**config.mk**
```make
export PLATFORM = sky130hd
export DESIGN_NAME = pram_arb
export DESIGN_NICKNAME = d
export VERILOG_FILES = /design/src/rtl/pram_arb.sv
export SDC_FILE = /design/constraint.sdc
export NUM_CORES = 1
export LEC_CHECK = 0
export BUFFER_PORTS_ARGS = -buffer_cell sky130_fd_sc_hd__buf_2
export CAP_MARGIN = 20
export CELL_PAD_IN_SITES_DETAIL_PLACEMENT = 1
export CELL_PAD_IN_SITES_GLOBAL_PLACEMENT = 1
export CORE_UTILIZATION = 18
export CTS_CLUSTER_DIAMETER = 80
export DETAILED_ROUTE_END_ITERATION = 16
export GPL_TIMING_DRIVEN = 0
export PLACE_DENSITY_LB_ADDON = 0.3
export SYNTH_ARGS = -nofsm -noshare
export SYNTH_HDL_FRONTEND = slang
export SYNTH_SLANG_ARGS = --single-unit
```
**constraint.sdc**
```tcl
create_clock -name clk -period 1.75 [get_ports clk]
set_input_delay 0.2625 -clock clk [delete_from_list [all_inputs] [get_ports clk]]
set_output_delay 0.2625 -clock clk [all_outputs]
set_load 0.02 [all_outputs]
```
**src/rtl/pram_arb.sv**
```systemverilog
// pram_arb: two-requester arbiter (0 = init loader, 1 = fetch) in front of a single-port sync PRAM.
// Define PRAM_ARB_RR_EN for round-robin IDLE ties; otherwise requester 0 always wins ties.
module pram_arb #(
    parameter int data_wl  = 16,
    parameter int adr_wl   = 12,
    parameter int lock_max = 8
) (
    input  logic               clk,
    input  logic               a_reset,
    input  logic               req0,
    input  logic               req1,
    input  logic               we0,
    input  logic               we1,
    input  logic               lock0,
    input  logic               lock1,
    input  logic [adr_wl-1:0]  adr0,
    input  logic [adr_wl-1:0]  adr1,
    input  logic [data_wl-1:0] wdata0,
    input  logic [data_wl-1:0] wdata1,
    output logic               gnt0,
    output logic               gnt1,
    output logic               rvalid0,
    output logic               rvalid1,
    output logic [data_wl-1:0] rdata,
    output logic               pram_cs,
    output logic               pram_we,
    output logic [adr_wl-1:0]  pram_adr,
    output logic [data_wl-1:0] pram_wdata,
    input  logic [data_wl-1:0] pram_rdata
);

    localparam logic [7:0] LOCK_MAX = lock_max[7:0];

    typedef enum logic [1:0] {IDLE, OWN0, OWN1} state_t;

    state_t     state, state_nxt;
    logic [7:0] lock_cnt, lock_cnt_nxt, cnt_inc;
    logic       ptr, ptr_nxt;
    logic       lock_g;

    always_ff @(posedge clk or posedge a_reset) begin
        if (a_reset) begin
            state    <= IDLE;
            lock_cnt <= '0;
            ptr      <= 1'b1;
            rvalid0  <= 1'b0;
            rvalid1  <= 1'b0;
        end else begin
            state    <= state_nxt;
            lock_cnt <= lock_cnt_nxt;
            ptr      <= ptr_nxt;
            rvalid0  <= gnt0 & ~we0;
            rvalid1  <= gnt1 & ~we1;
        end
    end

    always_comb begin
        gnt0         = 1'b0;
        gnt1         = 1'b0;
        state_nxt    = state;
        lock_cnt_nxt = lock_cnt;
        ptr_nxt      = ptr;
        cnt_inc      = 8'd1;
        lock_g       = 1'b0;
        if (!a_reset) begin
            case (state)
                IDLE: begin
                    if (req0 && req1) begin
`ifdef PRAM_ARB_RR_EN
                        // ptr holds the last winner; the other side gets the tie
                        gnt0 = ptr;
                        gnt1 = ~ptr;
`else
                        gnt0 = 1'b1;
`endif
                    end else begin
                        gnt0 = req0;
                        gnt1 = req1;
                    end
                end
                OWN0: gnt0 = req0;
                OWN1: gnt1 = req1;
                default: ;
            endcase

            if (gnt0 || gnt1) begin
                ptr_nxt = gnt1;
                lock_g  = gnt0 ? lock0 : lock1;
                // the grant that first takes ownership counts as grant one of the run
                cnt_inc = (state == IDLE) ? 8'd1 : lock_cnt + 8'd1;
                if (lock_g && (cnt_inc < LOCK_MAX)) begin
                    state_nxt    = gnt0 ? OWN0 : OWN1;
                    lock_cnt_nxt = cnt_inc;
                end else begin
                    state_nxt    = IDLE;
                    lock_cnt_nxt = '0;
                end
            end else if (state != IDLE) begin
                state_nxt    = IDLE;
                lock_cnt_nxt = '0;
            end
        end
    end

    assign pram_cs    = gnt0 | gnt1;
    assign pram_we    = gnt0 ? we0    : (gnt1 ? we1    : 1'b0);
    assign pram_adr   = gnt0 ? adr0   : (gnt1 ? adr1   : '0);
    assign pram_wdata = gnt0 ? wdata0 : (gnt1 ? wdata1 : '0);
    assign rdata      = (rvalid0 | rvalid1) ? pram_rdata : '0;

endmodule

```
; After elaboration in Yosys (flattened, before gate mapping)
; Cells that the tools add are included.
; W data, S select, Z words.
[word_totals]
latchBits = 0
memories = 0
in_bits = 80
out_inout_bits = 50
ramBits = 0
reg_bits = 12
mem_bits_ro = 0
[op_classes]
eq_ne = 2
addsub = 1
n_shift = 0
n_bitwise = 7
mux = 24
n_div = 0
mul = 0
reduce_logical = 7
magnitude_cmp = 1
[ops]
columns = op, n
row1 = $mux W16, 3
row2 = $mux W8, 4
row3 = $mux W12, 2
row4 = $mux W1, 9
row5 = $add A8 B1 Y8 const B, 1
row6 = $lt A8 B4 Y1 const B, 1
row7 = $mux W2, 4
row8 = $pmux W1 S2, 2
row9 = $reduce_bool A2 Y1, 2
row10 = $not A1 Y1, 3
row11 = $and A1 B1 Y1, 2
row12 = $eq A2 B1 Y1 const B, 1
row13 = $eq A2 B2 Y1 const B, 1
row14 = $logic_and A1 B1 Y1, 2
row15 = $logic_not A2 Y1, 1
row16 = $or A1 B1 Y1, 2
row17 = $reduce_and A2 Y1, 1
row18 = $logic_or A1 B1 Y1, 1

; Longest topological paths before layout
; Gate-level depths: netlist (run 1).
[depth]
ltp_word = 8
mapped_depth = 6
mapped_depth_nobuf = 6

; Worst setup path before layout (run 1)
; OpenSTA, ideal clock, no wires.
[synth_timing]
path_type = register -> register
from = register lock_cnt[0]
to = register lock_cnt[1]
path_buffers = 0
t_arrival_ns = 1.534
setup_slack_ns = 0.095
stages_incl_launch_ff = 7
setup_time_ns = 0.122
cell_sequence = dfrtp_1 > ha_1 > and3_4 > a31oi_1 > nand3_1 > and3_4 > a32o_1
[synth_between]
elab_chain_len = 6
[synth_lines]
columns = element, line_no
row1 = "start, declared", 37  ; logic [7:0] lock_cnt, lock_cnt_nxt, cnt_inc;
row2 = "start signal, assigned", 50  ; lock_cnt <= lock_cnt_nxt;
row3 = $add A8 B1 Y8 *, 90  ; cnt_inc = (state == IDLE) ? 8'd1 : lock_cnt + 8'd1;
row4 = $mux W8 *, 90
row5 = $lt A8 B4 Y1, 91  ; if (lock_g && (cnt_inc < LOCK_MAX)) begin
row6 = $logic_and A1 B1 Y1, 91
row7 = $mux W8 *, 91
row8 = $mux W8 *, 86  ; if (gnt0 || gnt1) begin
; Every way passes the cells marked *; elsewhere a longest branch is shown, timed or not.
; A chain may end at the register's enable or synchronous reset.

; Worst setup path in the final report (run 1)
[layout_timing]
from = register state[1]
to = output port pram_adr[5]
[layout_between]
elab_chain_len = 6
word_cells_on_any_way = 11
cone_classes = eq/ne (2) / mux (8) / reduce/logical (1)
[layout_lines]
columns = element, line_no
row1 = "start, declared", 36  ; state_t state, state_nxt;
row2 = "start signal, assigned", 49  ; state <= state_nxt;
row3 = $eq A2 B2 Y1 or $logic_not A2 Y1 (tied branches), 66  ; case (state)
row4 = $pmux W1 S2, 66
row5 = $mux W1 (2 in a row), 65  ; if (!a_reset) begin
row6 = $mux W12, 107  ; assign pram_adr = gnt0 ? adr0 : (gnt1 ? adr1 : '0);
row7 = $mux W12 *, 107
row8 = "end, declared", 27  ; output logic [adr_wl-1:0] pram_adr,
; Every way passes the cells marked *; elsewhere a longest branch is shown, timed or not. The select of a mux whose other input is x is not followed.

==> results.py, run 1 <==
metrics = {
    "placement": {
        "dp_hpwl_um": 3690,
        "place_ws_ns": -0.216,
        "dpl_cell_area_um2": 1800,
        "io_buffer_count": 128,
        "placed_cells": 320,
        "place.gp.congestion": 0.748,
    },
    "synthesis": {
        "synth_cells": 120,
        "synth_area_per_cell_um2": 8.87,
        "synth_seq_cells": 12,
        "synth-main-ff-cell": "dfrtp_1",
        "yosys-top-cells-area": "dfrtp_1 28%, a22o_1 25%, nor2b_1 11%",
        "synth_top_area_frac": 0.282,
        "synth_warnings": 0,
        "synth.most_common_cell": "a22o_1",
        "ys_types": 34,
        "synth_nets": 201,
        "synth_area_leader_cell": "dfrtp_1",
        "synth_edf_count": 0,
        "synthArstFlopShare": 1.00,
        "synth_common_cells": "31 x a22o_1, 18 x nor2b_1, 12 x dfrtp_1, 6 x nand2_1",
        "syn_area_um2": 1060,
        "ys_seq_area_frac": 0.282,
    },
    "finish": {
        "fillers": 703,
        "final_nets": 353,
        "instances_no_fill": 343,
        "drive_above_1_share": 0.661,
        "stdcell_area_um2": 2280,
        "final_core_util": 0.407,
        "area_delta_synth_final_pct": 115,
        "antenna_cells": 0,
    },
    "setup_path": {
        "slowest_delay_ns": 0.42,
        "worst_setup_path_start_kind": "register",
        "worstPathArrival_ns": 1.61,
        "crit_type": "reg2out",
        "worstPathRequired_ns": 1.49,
        "crit_path_end_kind": "output pin",
        "cpMaxStageDelayCell": "dfrtp_2",
        "cpMostUsedCell": "buf_6",
        "path_max_fanout": 10,
        "cp_cell_sequence": "nor2b_4 -> nor4b_4 -> buf_6 -> buf_8 -> a22o_1 -> buf_6",
        "startpoint": "state[1]",
        "reg2reg_from": "lock_cnt[0]",
    },
    "sta": {
        "min_period_ns": 1.87,
        "finalHoldViolations": 0,
        "setup_ws_ns": -0.118,
        "slew_headroom": 0.675,
        "rsz0062_at_grt": "true",
        "final-setup-viol-count": 30,
        "whs_ns": 0.146,
        "fin_crit_sh": 1.07,
        "slew_violations": 0,
        "fmax_mhz": 535,
        "worst_pin_slew_ns": 0.486,
        "skew_ns": 0.000554,
    },
    "clocking": {
        "clock_path_buffers": 2,
        "clock-sinks": 12,
        "cts_tree": "done",
        "clkSlewWorstSetupHoldPaths_ns": 0.05,
        "cts_buffers": 3,
        "clock_latency_ns": 0.24,
        "cts.root.buffer_cell": "clkbuf_8",
        "h-tree-depth": 1,
    },
    "worst_hold_path": {
        "hold_path_class": "in2async",
    },
    "floorplan": {
        "initial_core_util": 0.190,
        "fp.dieW_um": 78.9,
        "num_rows": 27,
        "ios": 130,
        "coreArea_um2": 5610,
        "fp.dieH_um": 78.9,
        "die-area_um2": 6230,
    },
    "drt": {
        "dr.first_iter.drc_count": 27,
        "vias": 1572,
        "dr.pass1.iters": 2,
        "drt-total-wl_um": 5120,
        "routedWlPerCell_um": 14.9,
        "viasPerCell": 4.58,
        "drc_errors": 0,
        "final_antenna_net_count": 0,
    },
    "power_and_ir_drop": {
        "powerDensity_nw_per_um2": 517,
        "clock_power_share": 0.254,
        "sw_frac_of_total": 0.330,
        "power_frac_comb": 0.488,
        "p_int_w": 0.000791,
        "max-vdd-ir-drop_mv": 0.237,
        "power_switching_w": 0.000390,
        "power_leakage_nw": 1.21,
        "p_seq_frac": 0.258,
    },
    "global_route": {
        "antenna_found_initial": 0,
        "grtUsageTotal": 0.159,
        "grt_pass1_wl_um": 7690,
        "grt_pass1_vias": 1686,
        "grt.overflow.total": 0,
        "grt_max_degree": 14,
    },
    "outcome": {
        "run_status": "finished, violations left",
        "failed_checks": "setup timing",
    },
    "flow_run": {
        "cap_violations": 0,
    },
}
-- kinds of logic after synthesis --
logic type | synth area share
DFF | 0.282
buffers and inverters | 0.0446
adders and majority gates | 0.0117
AOI/OAI and AO/OA | 0.357
and+or+nand+nor | 0.287
muxes | 0.00940
xor gates and xnor gates | 0.00823
-- per-stage QoR --
stage                     total power, W  TNS [ns]
after floorplan                 0.000544         0
after global placement          0.000727     -4.54
after detailed placement        0.000731     -4.59
after CTS                        0.00116     -1.47
after global routing             0.00124     -4.69
final                            0.00118     -2.27
-- registers in the layout, indices dropped and copies added, names as in the netlist --
signal	count
lock_cnt	8
state	2
rvalid0	1
rvalid1	1
-- cell type report --
cell class | instances | area, um^2 | area share
Buffer | 8 | 86.3 | 0.0378
Clock buffer | 4 | 55.1 | 0.0241
Inverter | 3 | 11.3 | 0.00493
Tap cell | 72 | 90.1 | 0.0394
Multi-Input combinational cell | 97 | 772 | 0.338
Timing Repair Buffer | 147 | 965 | 0.422
Sequential cell | 12 | 305 | 0.134
-- power by group through the flow --
stage                     clock network, W  registers (W)  logic, W
final                             0.000300       0.000305  0.000576
after global routing              0.000321       0.000307  0.000616
after CTS                         0.000311       0.000309  0.000540
after detailed placement                 0       0.000314  0.000417
after global placement                   0       0.000314  0.000413
after floorplan                          0       0.000309  0.000235
-- per-layer routing --
layer | vias to the layer above | global-route usage | part of all wire
li1 | 757 | - | -
met1 | 726 | 0.160 | 0.38
met2 | 80 | 0.320 | 0.53
met3 | 9 | 0.0253 | 0.070
met4 | 0 | 0.0618 | 0.021
met5 | - | 0 | 0
-- critical path: cells and delay by family (launching register included) --
kind,cells,cell delay [ns]
buf+inv,3,0.43
flops,1,0.42
compound gates,1,0.17
simple gates,2,0.33
-- worst paths after layout --
path	endpoint	slack, ns	cells past startpoint
worst max-delay path	pram_adr[5]	-0.12	6
worst min-delay path	lock_cnt[2]	0.15	2
worst max register to register	lock_cnt[1]	0.04	6
worst min register to register	lock_cnt[6]	0.55	1
max in group asynchronous	state[0]	1.25	2
min in group clk	rvalid1	0.19	2
-- timing repair --
item	in CTS	in global routing
pin swaps	2	5
endpoints found under the hold margin	0	0
endpoints found under the setup margin	46	39
gates cloned	4	0
hold buffers	0	0
buffers inserted	10	5
resized for setup	82	9
-- cells in the final DEF, fill, tap and decap left out, types with 2 or more instances in the layout --
| cell type | n |
|---|---|
| and3_1 | 2 |
| inv_1 | 2 |
| a21oi_1 | 3 |
| buf_6 | 28 |
| and2_1 | 5 |
| buf_2 | 100 |
| nor2_1 | 3 |
| and3_4 | 2 |
| buf_4 | 22 |
| nor2b_1 | 18 |
| a22o_1 | 31 |
| nand2_1 | 6 |
| a32o_1 | 2 |
| clkbuf_8 | 8 |
| dfrtp_2 | 4 |
| nand3_1 | 2 |
| dfrtp_1 | 8 |
Note: power is estimated with default switching activity, not from simulation.
==> inputs of run 2 (changes only) <==
--- a/config.mk
+++ b/config.mk
@@ -11,9 +11,11 @@
 export CELL_PAD_IN_SITES_GLOBAL_PLACEMENT = 1
 export CORE_UTILIZATION = 18
 export CTS_CLUSTER_DIAMETER = 80
+export CTS_CLUSTER_SIZE = 8
 export DETAILED_ROUTE_END_ITERATION = 16
 export GPL_TIMING_DRIVEN = 0
 export PLACE_DENSITY_LB_ADDON = 0.3
+export SKIP_LAST_GASP = 1
 export SYNTH_ARGS = -nofsm -noshare
 export SYNTH_HDL_FRONTEND = slang
 export SYNTH_SLANG_ARGS = --single-unit
==> constraint.sdc (replaced) <==
create_clock -name clk -period 1.67 [get_ports clk]
set_input_delay 0.2505 -clock clk [delete_from_list [all_inputs] [get_ports clk]]
set_output_delay 0.2505 -clock clk [all_outputs]
set_load 0.02 [all_outputs]
==> run 2 against run 1 <==
Against the previous run: the flow still finishes with violations (setup timing); power increased by 4.8%; worst setup slack got worse by 0.051 ns; global-route usage decreased by 0.19 points; clock power increased by 8.3%; largest power group unchanged; final cell count increased by 0.29%; clock skew increased by 0.0025 ns; combinational power increased by 3%; non-clock buffer count increased by 1; critical path type unchanged; routed wire length decreased by 1.8%; critical path depth unchanged; first-iteration DRC count decreased by 7.4%.
==> results.py, run 2 (synthesis results as in run 1) <==
metrics = {
    "finish": {
        "final_core_util": 0.414,
        "area_delta_synth_final_pct": 118,
        "top_regs": "lock_cnt: 8 flops, state: 2 flops",
        "antenna_cells": 0,
        "top_register": "lock_cnt",
        "drive_above_1_share": 0.680,
        "layout_common_cells": "97 x buf_2, 36 x buf_4, 31 x a22o_1, 18 x nor2b_1, 17 x buf_6",
        "largest_register_ffs": 8,
        "layout_commonest_cell": "buf_2",
        "final_nets": 354,
    },
    "floorplan": {
        "ios": 130,
        "coreArea_um2": 5610,
        "initial_core_util": 0.190,
        "fp.dieW_um": 78.9,
        "num_rows": 27,
        "die-area_um2": 6230,
        "fp.dieH_um": 78.9,
    },
    "global_route": {
        "grt_max_degree": 14,
        "grtUsageTotal": 0.157,
        "grt_pass1_vias": 1645,
        "grt.overflow.total": 0,
        "met3_usage": 0.0333,
        "grt_util_met1": 0.163,
        "busiest_layer": "met2",
        "grt_pass1_wl_um": 7580,
        "met2_usage": 0.306,
        "antenna_found_initial": 0,
    },
    "setup_path": {
        "worstPathRequired_ns": 1.42,
        "crit_type": "reg2out",
        "path_max_fanout": 10,
        "startpoint": "state[1]",
        "worstPathArrival_ns": 1.59,
        "worst_setup_path_start_kind": "register",
        "cpMaxStageDelayCell": "dfrtp_2",
        "reg2reg_from": "lock_cnt[1]",
        "crit_path_end_kind": "output pin",
        "cpMostUsedCell": "buf_6",
        "cp_cell_sequence": "nor2b_4 -> nor4b_4 -> buf_6 -> buf_6 -> a22o_1 -> buf_4",
        "slowest_delay_ns": 0.42,
    },
    "placement": {
        "io_buffer_count": 128,
        "place.gp.congestion": 0.748,
        "dp_hpwl_um": 3690,
    },
    "clocking": {
        "cts.root.buffer_cell": "clkbuf_8",
        "cts_tree": "done",
        "cts_buffers": 3,
        "clock_path_buffers": 2,
        "h-tree-depth": 1,
        "clkSlewWorstSetupHoldPaths_ns": 0.05,
        "clock_latency_ns": 0.25,
        "cts_hold_buf": 0,
        "clock-sinks": 12,
    },
    "sta": {
        "fmax_mhz": 544,
        "finalHoldViolations": 0,
        "setup_ws_ns": -0.168,
        "slew_headroom": 0.674,
        "final-setup-viol-count": 31,
        "fin_crit_sh": 1.10,
        "finalSetupTns_ns": -4.01,
        "whs_ns": 0.130,
        "skew_ns": 0.00307,
        "min_period_ns": 1.84,
        "slew_violations": 0,
        "rsz0062_at_grt": "true",
        "worst_pin_slew_ns": 0.488,
    },
    "drt": {
        "final_antenna_net_count": 0,
        "drc_errors": 0,
        "dr.pass1.iters": 4,
        "dr.first_iter.drc_count": 25,
        "drt-total-wl_um": 5030,
        "viasPerCell": 4.62,
        "routedWlPerCell_um": 14.6,
        "vias": 1588,
    },
    "worst_hold_path": {
        "hold_path_class": "in2async",
    },
    "flow_run": {
        "cap_violations": 0,
    },
    "power_and_ir_drop": {
        "power_leakage_nw": 1.23,
        "powerDensity_nw_per_um2": 533,
        "max-vdd-ir-drop_mv": 0.253,
    },
    "outcome": {
        "run_status": "finished, violations left",
        "failed_checks": "setup timing",
    },
}
run 2: cell types whose count changed in the layout (fill, tap and decap cells not counted), sizes merged:
cell,delta
clkbuf,+1
run 2: metal layers:
layer  vias to the layer above  part of all wire  wire length [um]
li1                        766                 -                 -
met1                       738              0.39              1960
met2                        78              0.52              2640
met3                         6             0.072               361
met4                         0             0.013                66
met5                         -                 0                 0
run 2: worst max-delay path: cells and delay by family, from the launching register on:
kind	cells	cell delay (ns)
buffers and inverters	3	0.45
AND/OR/NAND/NOR	2	0.32
flip-flops	1	0.42
AO/OA/AOI/OAI	1	0.14
run 2: metrics by stage:
| stage | worst slack [ns] | total power, W | area [um^2] | cells |
|---|---|---|---|---|
| 2_1_floorplan | 0.0146 | 0.000570 | 1060 | 120 |
| 3_3_place_gp | -0.277 | 0.000762 | 1800 | 320 |
| 3_5_place_dp | -0.284 | 0.000766 | 1800 | 320 |
| 4_1_cts | -0.132 | 0.00121 | 2190 | 340 |
| 5_1_grt | -0.229 | 0.00130 | 2320 | 344 |
| 6_report | -0.168 | 0.00124 | 2320 | 344 |
run 2: report_power, final:
group | switching (W) | total [W] | internal, W
clock network | 0.000116 | 0.000325 | 0.000209
logic | 0.000288 | 0.000594 | 0.000305
registers | 0.0000146 | 0.000319 | 0.000304
total | 0.000419 | 0.00124 | 0.000819
run 2: what timing repair did:
action                     in CTS  in global routing
setup endpoints to repair      47                 47
resized for setup              73                 21
gates cloned                    4                  0
setup buffers                  12                  5
pin swaps                       5                  5
run 2: layout make-up:
cell class / count / area [um^2]
timing repair buffer: 148 / 936
tap: 72 / 90.1
sequential: 12 / 305
buffer: 8 / 88.8
multi-input combinational: 97 / 836
clock buffer: 4 / 55.1
inverter: 3 / 11.3
fill: 694 / 3290
run 2: final timing paths:
path                       slack [ns]          end  depth (start not counted)
setup / recovery                -0.17  pram_adr[2]                          6
hold / removal                   0.13  lock_cnt[6]                          2
setup reg to reg                 0.05  lock_cnt[1]                          6
hold reg to reg                  0.57  lock_cnt[7]                          1
max in group asynchronous        1.18  lock_cnt[1]                          2
min in group clk                 0.17      rvalid1                          2
